File: config.mk
export PLATFORM = sky130hd
export DESIGN_NAME = axi_master_flat
export DESIGN_NICKNAME = d
export VERILOG_FILES = /design/src/rtl/axi4_pkg.sv /design/src/rtl/axi_if.sv /design/src/rtl/axi_master.sv /design/src/flat_wrapper.sv
export SDC_FILE = /design/constraint.sdc
export NUM_CORES = 1
export LEC_CHECK = 0
export BUFFER_PORTS_ARGS = -buffer_cell sky130_fd_sc_hd__clkbuf_2
export CAP_MARGIN = 20
export CORE_ASPECT_RATIO = 0.7
export CORE_MARGIN = 3
export CORE_UTILIZATION = 49
export CTS_BUF_LIST = sky130_fd_sc_hd__clkbuf_4
export CTS_CLUSTER_SIZE = 16
export DETAILED_ROUTE_END_ITERATION = 12
export HOLD_SLACK_MARGIN = 0.03
export PLACE_DENSITY = 0.87
export SLEW_MARGIN = 20
export SYNTH_ARGS = -nofsm -noshare
export SYNTH_HDL_FRONTEND = slang
export SYNTH_SLANG_ARGS = --single-unit
File: constraint.sdc
create_clock -name aclk -period 4.8 [get_ports aclk]
set_input_delay 0 -clock aclk [delete_from_list [all_inputs] [get_ports aclk]]
set_output_delay 0 -clock aclk [all_outputs]
set_load 0.03 [all_outputs]
File: src/rtl/axi4_pkg.sv
// Shared AXI4 definitions: response codes and protection defaults.
// Used by every AXI initiator and target in the tree.
package axi4;

  typedef enum logic [1:0] {
    OKAY   = 2'b00,
    EXOKAY = 2'b01,
    SLVERR = 2'b10,
    DECERR = 2'b11
  } resp_e;

  localparam logic [2:0] PROT_DEFAULT = 3'b000;

  function automatic logic is_okay(input logic [1:0] resp);
    return resp == OKAY;
  endfunction

endpackage

File: src/rtl/axi_if.sv
// AXI4-Lite bundle with clock and reset.
// Ports: aclk, aresetn; modports master and slave.
interface axi #(
  parameter int AW = 32,
  parameter int DW = 32
) (
  input logic aclk,
  input logic aresetn
);
  logic          awvalid;
  logic          awready;
  logic [AW-1:0] awaddr;
  logic [2:0]    awprot;
  logic            wvalid;
  logic            wready;
  logic [DW-1:0]   wdata;
  logic [DW/8-1:0] wstrb;
  logic       bvalid;
  logic       bready;
  logic [1:0] bresp;
  logic          arvalid;
  logic          arready;
  logic [AW-1:0] araddr;
  logic [2:0]    arprot;
  logic          rvalid;
  logic          rready;
  logic [DW-1:0] rdata;
  logic [1:0]    rresp;

  modport master (
    input  aclk, aresetn,
    input  awready, wready, bvalid, bresp,
    input  arready, rvalid, rdata, rresp,
    output awvalid, awaddr, awprot,
    output wvalid, wdata, wstrb, bready,
    output arvalid, araddr, arprot, rready
  );

  modport slave (
    input  aclk, aresetn,
    output awready, wready, bvalid, bresp,
    output arready, rvalid, rdata, rresp,
    input  awvalid, awaddr, awprot,
    input  wvalid, wdata, wstrb, bready,
    input  arvalid, araddr, arprot, rready
  );
endinterface

File: src/rtl/axi_master.sv
// Single-outstanding AXI4-Lite initiator bridging a CPU req/rsp port.
// Ports: bus (axi.master), req_* (CPU request), rsp_* (CPU response).
module axi_master #(
  parameter bit ALIGN_CHECK   = 1'b1,
  parameter bit WSTRB_ZERO_OK = 1'b0,
  parameter int DW            = 32
) (
  axi.master              bus,
  input  logic            req_valid,
  output logic            req_ready,
  input  logic            req_we,
  input  logic [31:0]     req_addr,
  input  logic [DW-1:0]   req_wdata,
  input  logic [DW/8-1:0] req_wstrb,
  output logic            rsp_valid,
  input  logic            rsp_ready,
  output logic [DW-1:0]   rsp_rdata,
  output logic            rsp_error
);

  localparam logic [2:0] S_IDLE  = 3'd0;
  localparam logic [2:0] S_WADDR = 3'd1;
  localparam logic [2:0] S_WRESP = 3'd2;
  localparam logic [2:0] S_RADDR = 3'd3;
  localparam logic [2:0] S_RDATA = 3'd4;
  localparam logic [2:0] S_RESP  = 3'd5;

  logic [2:0]      state;
  logic [31:0]     addr_q;
  logic [DW-1:0]   wdata_q;
  logic [DW/8-1:0] wstrb_q;
  logic            aw_done;
  logic            w_done;
  logic            aw_hs;
  logic            w_hs;
  logic            misaligned;
  logic            wstrb_skip;

  assign aw_hs = bus.awvalid && bus.awready;
  assign w_hs  = bus.wvalid && bus.wready;

  assign misaligned = ALIGN_CHECK && (req_addr[1:0] != 2'b00);
  assign wstrb_skip = req_we && !WSTRB_ZERO_OK
                   && (req_wstrb == '0);

  always_ff @(posedge bus.aclk) begin
    if (!bus.aresetn) begin
      state     <= S_IDLE;
      addr_q    <= '0;
      wdata_q   <= '0;
      wstrb_q   <= '0;
      aw_done   <= 1'b0;
      w_done    <= 1'b0;
      rsp_rdata <= '0;
      rsp_error <= 1'b0;
    end else begin
      unique case (state)
        S_IDLE: begin
          if (req_valid) begin
            addr_q  <= req_addr;
            wdata_q <= req_wdata;
            wstrb_q <= req_wstrb;
            if (misaligned) begin
              rsp_rdata <= '0;
              rsp_error <= 1'b1;
              state     <= S_RESP;
            end else if (wstrb_skip) begin
              rsp_rdata <= '0;
              rsp_error <= 1'b0;
              state     <= S_RESP;
            end else if (req_we) begin
              state <= S_WADDR;
            end else begin
              state <= S_RADDR;
            end
          end
        end
        S_WADDR: begin
          // aw and w may complete in any order; leave once both have.
          if (aw_hs) aw_done <= 1'b1;
          if (w_hs)  w_done  <= 1'b1;
          if ((aw_done || aw_hs) && (w_done || w_hs)) begin
            aw_done <= 1'b0;
            w_done  <= 1'b0;
            state   <= S_WRESP;
          end
        end
        S_WRESP: begin
          if (bus.bvalid) begin
            rsp_rdata <= '0;
            rsp_error <= !axi4::is_okay(bus.bresp);
            state     <= S_RESP;
          end
        end
        S_RADDR: begin
          if (bus.arready) state <= S_RDATA;
        end
        S_RDATA: begin
          if (bus.rvalid) begin
            rsp_rdata <= bus.rdata;
            rsp_error <= !axi4::is_okay(bus.rresp);
            state     <= S_RESP;
          end
        end
        S_RESP: begin
          if (rsp_ready) state <= S_IDLE;
        end
        default: state <= S_IDLE;
      endcase
    end
  end

  assign req_ready   = bus.aresetn && (state == S_IDLE);
  assign rsp_valid   = (state == S_RESP);

  assign bus.awvalid = (state == S_WADDR) && !aw_done;
  assign bus.wvalid  = (state == S_WADDR) && !w_done;
  assign bus.bready  = (state == S_WRESP);
  assign bus.arvalid = (state == S_RADDR);
  // The memory target gates arready on rready, so raise both together.
  assign bus.rready  = (state == S_RADDR) || (state == S_RDATA);

  assign bus.awaddr  = addr_q;
  assign bus.araddr  = addr_q;
  assign bus.awprot  = axi4::PROT_DEFAULT;
  assign bus.arprot  = axi4::PROT_DEFAULT;
  assign bus.wdata   = wdata_q;
  assign bus.wstrb   = wstrb_q;

endmodule

File: src/flat_wrapper.sv
// flat-port wrapper written by rule: the top's interface ports become plain ports
module axi_master_flat 
#(
  parameter bit ALIGN_CHECK   = 1'b1,
  parameter bit WSTRB_ZERO_OK = 1'b0,
  parameter int DW            = 32
)
  (req_valid, req_ready, req_we, req_addr, req_wdata, req_wstrb, rsp_valid, rsp_ready, rsp_rdata, rsp_error, aclk, aresetn, bus_awready, bus_wready, bus_bvalid, bus_bresp, bus_arready, bus_rvalid, bus_rdata, bus_rresp, bus_awvalid, bus_awaddr, bus_awprot, bus_wvalid, bus_wdata, bus_wstrb, bus_bready, bus_arvalid, bus_araddr, bus_arprot, bus_rready);
  axi #(.DW(DW)) bus_i (.aclk(aclk), .aresetn(aresetn));
  input  logic req_valid;
  output logic req_ready;
  input  logic req_we;
  input  logic [31:0] req_addr;
  input  logic [DW-1:0] req_wdata;
  input  logic [DW/8-1:0] req_wstrb;
  output logic rsp_valid;
  input  logic rsp_ready;
  output logic [DW-1:0] rsp_rdata;
  output logic rsp_error;
  input wire logic aclk;
  input wire logic aresetn;
  input wire logic [$bits(bus_i.awready)-1:0] bus_awready;
  input wire logic [$bits(bus_i.wready)-1:0] bus_wready;
  input wire logic [$bits(bus_i.bvalid)-1:0] bus_bvalid;
  input wire logic [$bits(bus_i.bresp)-1:0] bus_bresp;
  input wire logic [$bits(bus_i.arready)-1:0] bus_arready;
  input wire logic [$bits(bus_i.rvalid)-1:0] bus_rvalid;
  input wire logic [$bits(bus_i.rdata)-1:0] bus_rdata;
  input wire logic [$bits(bus_i.rresp)-1:0] bus_rresp;
  output wire logic [$bits(bus_i.awvalid)-1:0] bus_awvalid;
  output wire logic [$bits(bus_i.awaddr)-1:0] bus_awaddr;
  output wire logic [$bits(bus_i.awprot)-1:0] bus_awprot;
  output wire logic [$bits(bus_i.wvalid)-1:0] bus_wvalid;
  output wire logic [$bits(bus_i.wdata)-1:0] bus_wdata;
  output wire logic [$bits(bus_i.wstrb)-1:0] bus_wstrb;
  output wire logic [$bits(bus_i.bready)-1:0] bus_bready;
  output wire logic [$bits(bus_i.arvalid)-1:0] bus_arvalid;
  output wire logic [$bits(bus_i.araddr)-1:0] bus_araddr;
  output wire logic [$bits(bus_i.arprot)-1:0] bus_arprot;
  output wire logic [$bits(bus_i.rready)-1:0] bus_rready;
  assign bus_i.awready = bus_awready;
  assign bus_i.wready = bus_wready;
  assign bus_i.bvalid = bus_bvalid;
  assign bus_i.bresp = bus_bresp;
  assign bus_i.arready = bus_arready;
  assign bus_i.rvalid = bus_rvalid;
  assign bus_i.rdata = bus_rdata;
  assign bus_i.rresp = bus_rresp;
  assign bus_awvalid = bus_i.awvalid;
  assign bus_awaddr = bus_i.awaddr;
  assign bus_awprot = bus_i.awprot;
  assign bus_wvalid = bus_i.wvalid;
  assign bus_wdata = bus_i.wdata;
  assign bus_wstrb = bus_i.wstrb;
  assign bus_bready = bus_i.bready;
  assign bus_arvalid = bus_i.arvalid;
  assign bus_araddr = bus_i.araddr;
  assign bus_arprot = bus_i.arprot;
  assign bus_rready = bus_i.rready;
  axi_master #(.ALIGN_CHECK(ALIGN_CHECK), .WSTRB_ZERO_OK(WSTRB_ZERO_OK), .DW(DW)) u_core (.bus(bus_i), .req_valid(req_valid), .req_ready(req_ready), .req_we(req_we), .req_addr(req_addr), .req_wdata(req_wdata), .req_wstrb(req_wstrb), .rsp_valid(rsp_valid), .rsp_ready(rsp_ready), .rsp_rdata(rsp_rdata), .rsp_error(rsp_error));
endmodule
==> results.yml <==
power_and_ir_drop:
  clkPwrFrac: 0.140
  p_switching_mw: 1.455
  p_int_mw: 1.622
  power_density_nw_per_um2: 447.9
  finalPower_mw: 3.077
  p_sw_frac: 0.4729
  seq_power_share: 0.375
  power_leakage_nw: 3.091
  vdd_drop_max_v: 0.0003146
  combPwrFrac: 0.485
final_layout:
  layout.nets: 963
  area_growth_syn_to_layout_pct: 47.45
  diodes: 0
  drive_gt1_frac: 0.3294
  nFillCells: 645
  layout_common_cells: "clkbuf_2, nand2_1, dlygate4sd3_1"
  final_common_cell: "clkbuf_2"
sta:
  max_slew_margin: 0.3291
  setup-tns-final_ps: 0
  hold_viol_final: 0
  max_freq_mhz: 358.4
  fin_crit_sh: 0.5813
  worst_slew_pin_slew_ps: 1006
  min_period_ps: 2790
  fin_worst_skew_ps: 15.06
  rsz0062_at_grt: "no"
  finalSetupViolCount: 0
  maxSlewViolCount: 0
global_routing:
  grt_usage: 0.2857
  grt_pass1_vias: 4900
  antenna_found_initial: 0
  grt_pass1_wl_microns: 24320
  grt_max_degree: 69
  overflow: 0
detailed_routing:
  topRoutingLayerUsed: "met4"
  drt_first_pass_iters: 5
  via_count: 5176
  ant_nets: 0
  viasPerCell: 5.298
  initialDrtViolationCount: 303
  wl_met1_microns: 5640
  drc: 0
  wl_met3_microns: 1497
  wirelength_microns: 15860
  routedWlPerCell_microns: 16.23
  wl_met2_microns: 8030
floorplanning:
  fp.dieH_microns: 87.59
  die_w_microns: 122.6
  initial_utilization: 0.5096
  die_area_sq_um: 10730
  fp.coreArea_sq_um: 9144
  io_pins: 260
  placementRows: 29
logic_synthesis:
  avgSynthCellArea_sq_um: 8.503
  ys_seq_elements: 106
  synth.distinct_cells: 43
  yosys_most_used_dff: "dfxtp_1"
  synth_top_family_by_area: "compound AO/OA/AOI/OAI gates"
  synth_xor_area_frac: 0
  synth.top_cell.area_share: 0.4554
  synthCells: 548
  yosysWarnings: 0
  synth-simple-area-share: 0.1847
  synth_compound_area_frac: 0.2368
  ys_seq_area_frac: 0.4554
  synth.area.top_cells: "dfxtp_1, nand2_1, a21boi_0"
  synthAdderAreaFrac: 0
  synth-edff-count: 0
  synth.largest_area_cell: "dfxtp_1"
  synthArstFlopShare: 0
  synth_area_sq_um: 4659
  synth_mux_area_frac: 0.008593
cts:
  clock_sinks: 106
  tritoncts: "built"
  cts_buffers: 9
  cts_resized: 0
  cts_root_buf: "clkbuf_4"
  cts_htree_levels: 3
  postCtsSetupBuffers: 0
  clock_latency_ps: 450
  path_clk_slew_ps: 140
  ctsLongestPathBuffers: 2
critical_path:
  cp.required_ps: 5200
  r2r-end: "u_core.rsp_error"
  end_kind: "flip-flop"
  arrival_ps: 3190
  start_kind: "flip-flop"
  ff2ff_path_depth: 6
  crit_type: "reg -> reg"
  rrSetupSlack_ps: 2010
  rr_startpoint: "u_core.state[1]"
  critPathMaxFanout: 13
job:
  maxCapViolCount: 0
run_status:
  status: "completed"
min_path:
  hp-class: "in -> reg"
  min_path_cells: 4
  holdPathEnd: "u_core.state[1]"
  hold_path_startpoint: "bus_arready"
place:
  gp_congestion: 0.8431
  port_buffers: 253
  dp_hpwl_microns: 9406
==> cell type report <==
type / instances / area [sq um] / area share
well taps: 124 / 155.1 / 0.02258
multi-input cells: 360 / 2052 / 0.2987
clock inverters: 5 / 46.29 / 0.006738
repair buffers: 368 / 2405 / 0.3500
clock buffers: 10 / 75.07 / 0.01093
flip-flops and latches: 106 / 2122 / 0.3089
inverters: 4 / 15.01 / 0.002185
==> synthesized netlist by cell type (4+ instances only) <==
cell type	n
buf_4	44
nand4_1	32
o21ai_1	30
and2_1	4
a21boi_0	64
inv_1	4
clkbuf_1	23
o21ai_0	6
mux2i_1	4
a21boi_1	36
buf_2	11
nand2_1	139
dfxtp_1	106
nor2_1	10
==> metal layers <==
metal / global-route usage / vias to the layer above
met1: 0.3073 / 2386
met5: 0 / -
li1: - / 2428
met3: 0.09038 / 67
met4: 0.1392 / 0
met2: 0.5135 / 295
==> state kept, by name, indices dropped and copies added, names as in the netlist <==
| register | flops |
|---|---|
| u_core.bus.araddr | 32 |
| u_core.bus.wdata | 32 |
| u_core.rsp_rdata | 32 |
| u_core.bus.wstrb | 4 |
| u_core.state | 3 |
| u_core.aw_done | 1 |
| u_core.rsp_error | 1 |
| u_core.w_done | 1 |
==> kinds of logic after synthesis <==
group / after synthesis
simple gates: 195
compound gates: 155
flops: 106
buf+inv: 87
mux: 4
other cells: 1
==> per-stage QoR <==
step           std cells  hold slack (ps)  cell area (sq um)  utilization  setup slack [ps]
4_1_cts              977            83.18               6870       0.7514              2024
5_1_grt              977            95.47               6870       0.7514              1867
3_5_place_dp         852            235.4               5648       0.6177              2467
3_3_place_gp         852            226.5               5645       0.6174              2558
2_1_floorplan        553            134.9               4678            -              2747
6_report             977            134.5               6870       0.7514              2010
==> worst max path at each step <==
| stage | from | endpoint | slack, ps |
|---|---|---|---|
| 6_report | u_core.state[1] | u_core.rsp_error | 2010 |
| 5_1_grt | u_core.state[1] | u_core.rsp_error | 1870 |
| 4_1_cts | u_core.state[1] | u_core.rsp_error | 2020 |
| 3_5_place_dp | u_core.state[2] | u_core.rsp_rdata[31] | 2470 |
| 3_3_place_gp | u_core.state[2] | u_core.rsp_rdata[0] | 2560 |
| 2_1_floorplan | u_core.state[1] | u_core.rsp_error | 2750 |
==> power groups by stage <==
stage	combinational (mW)	sequential [mW]	clock (mW)
2_1_floorplan	0.865	1.38	0
3_3_place_gp	1.34	1.15	0
3_5_place_dp	1.37	1.17	0
4_1_cts	1.46	1.15	0.441
5_1_grt	1.60	1.17	0.470
6_report	1.49	1.16	0.431
==> critical path, cell delays in order (launching register included) <==
cell	delay, ps
dfxtp_1	660
nor3b_1	540
o21ai_0	160
dlygate4sd3_1	580
o311ai_0	70
dlygate4sd3_1	590
o311a_1	130
==> repair_timing <==
action,CTS,global route
endpoints found under the hold margin,105,0
hold buffers,110,0
endpoints found under the setup margin,0,0
(Power assumes the default switching activity.)
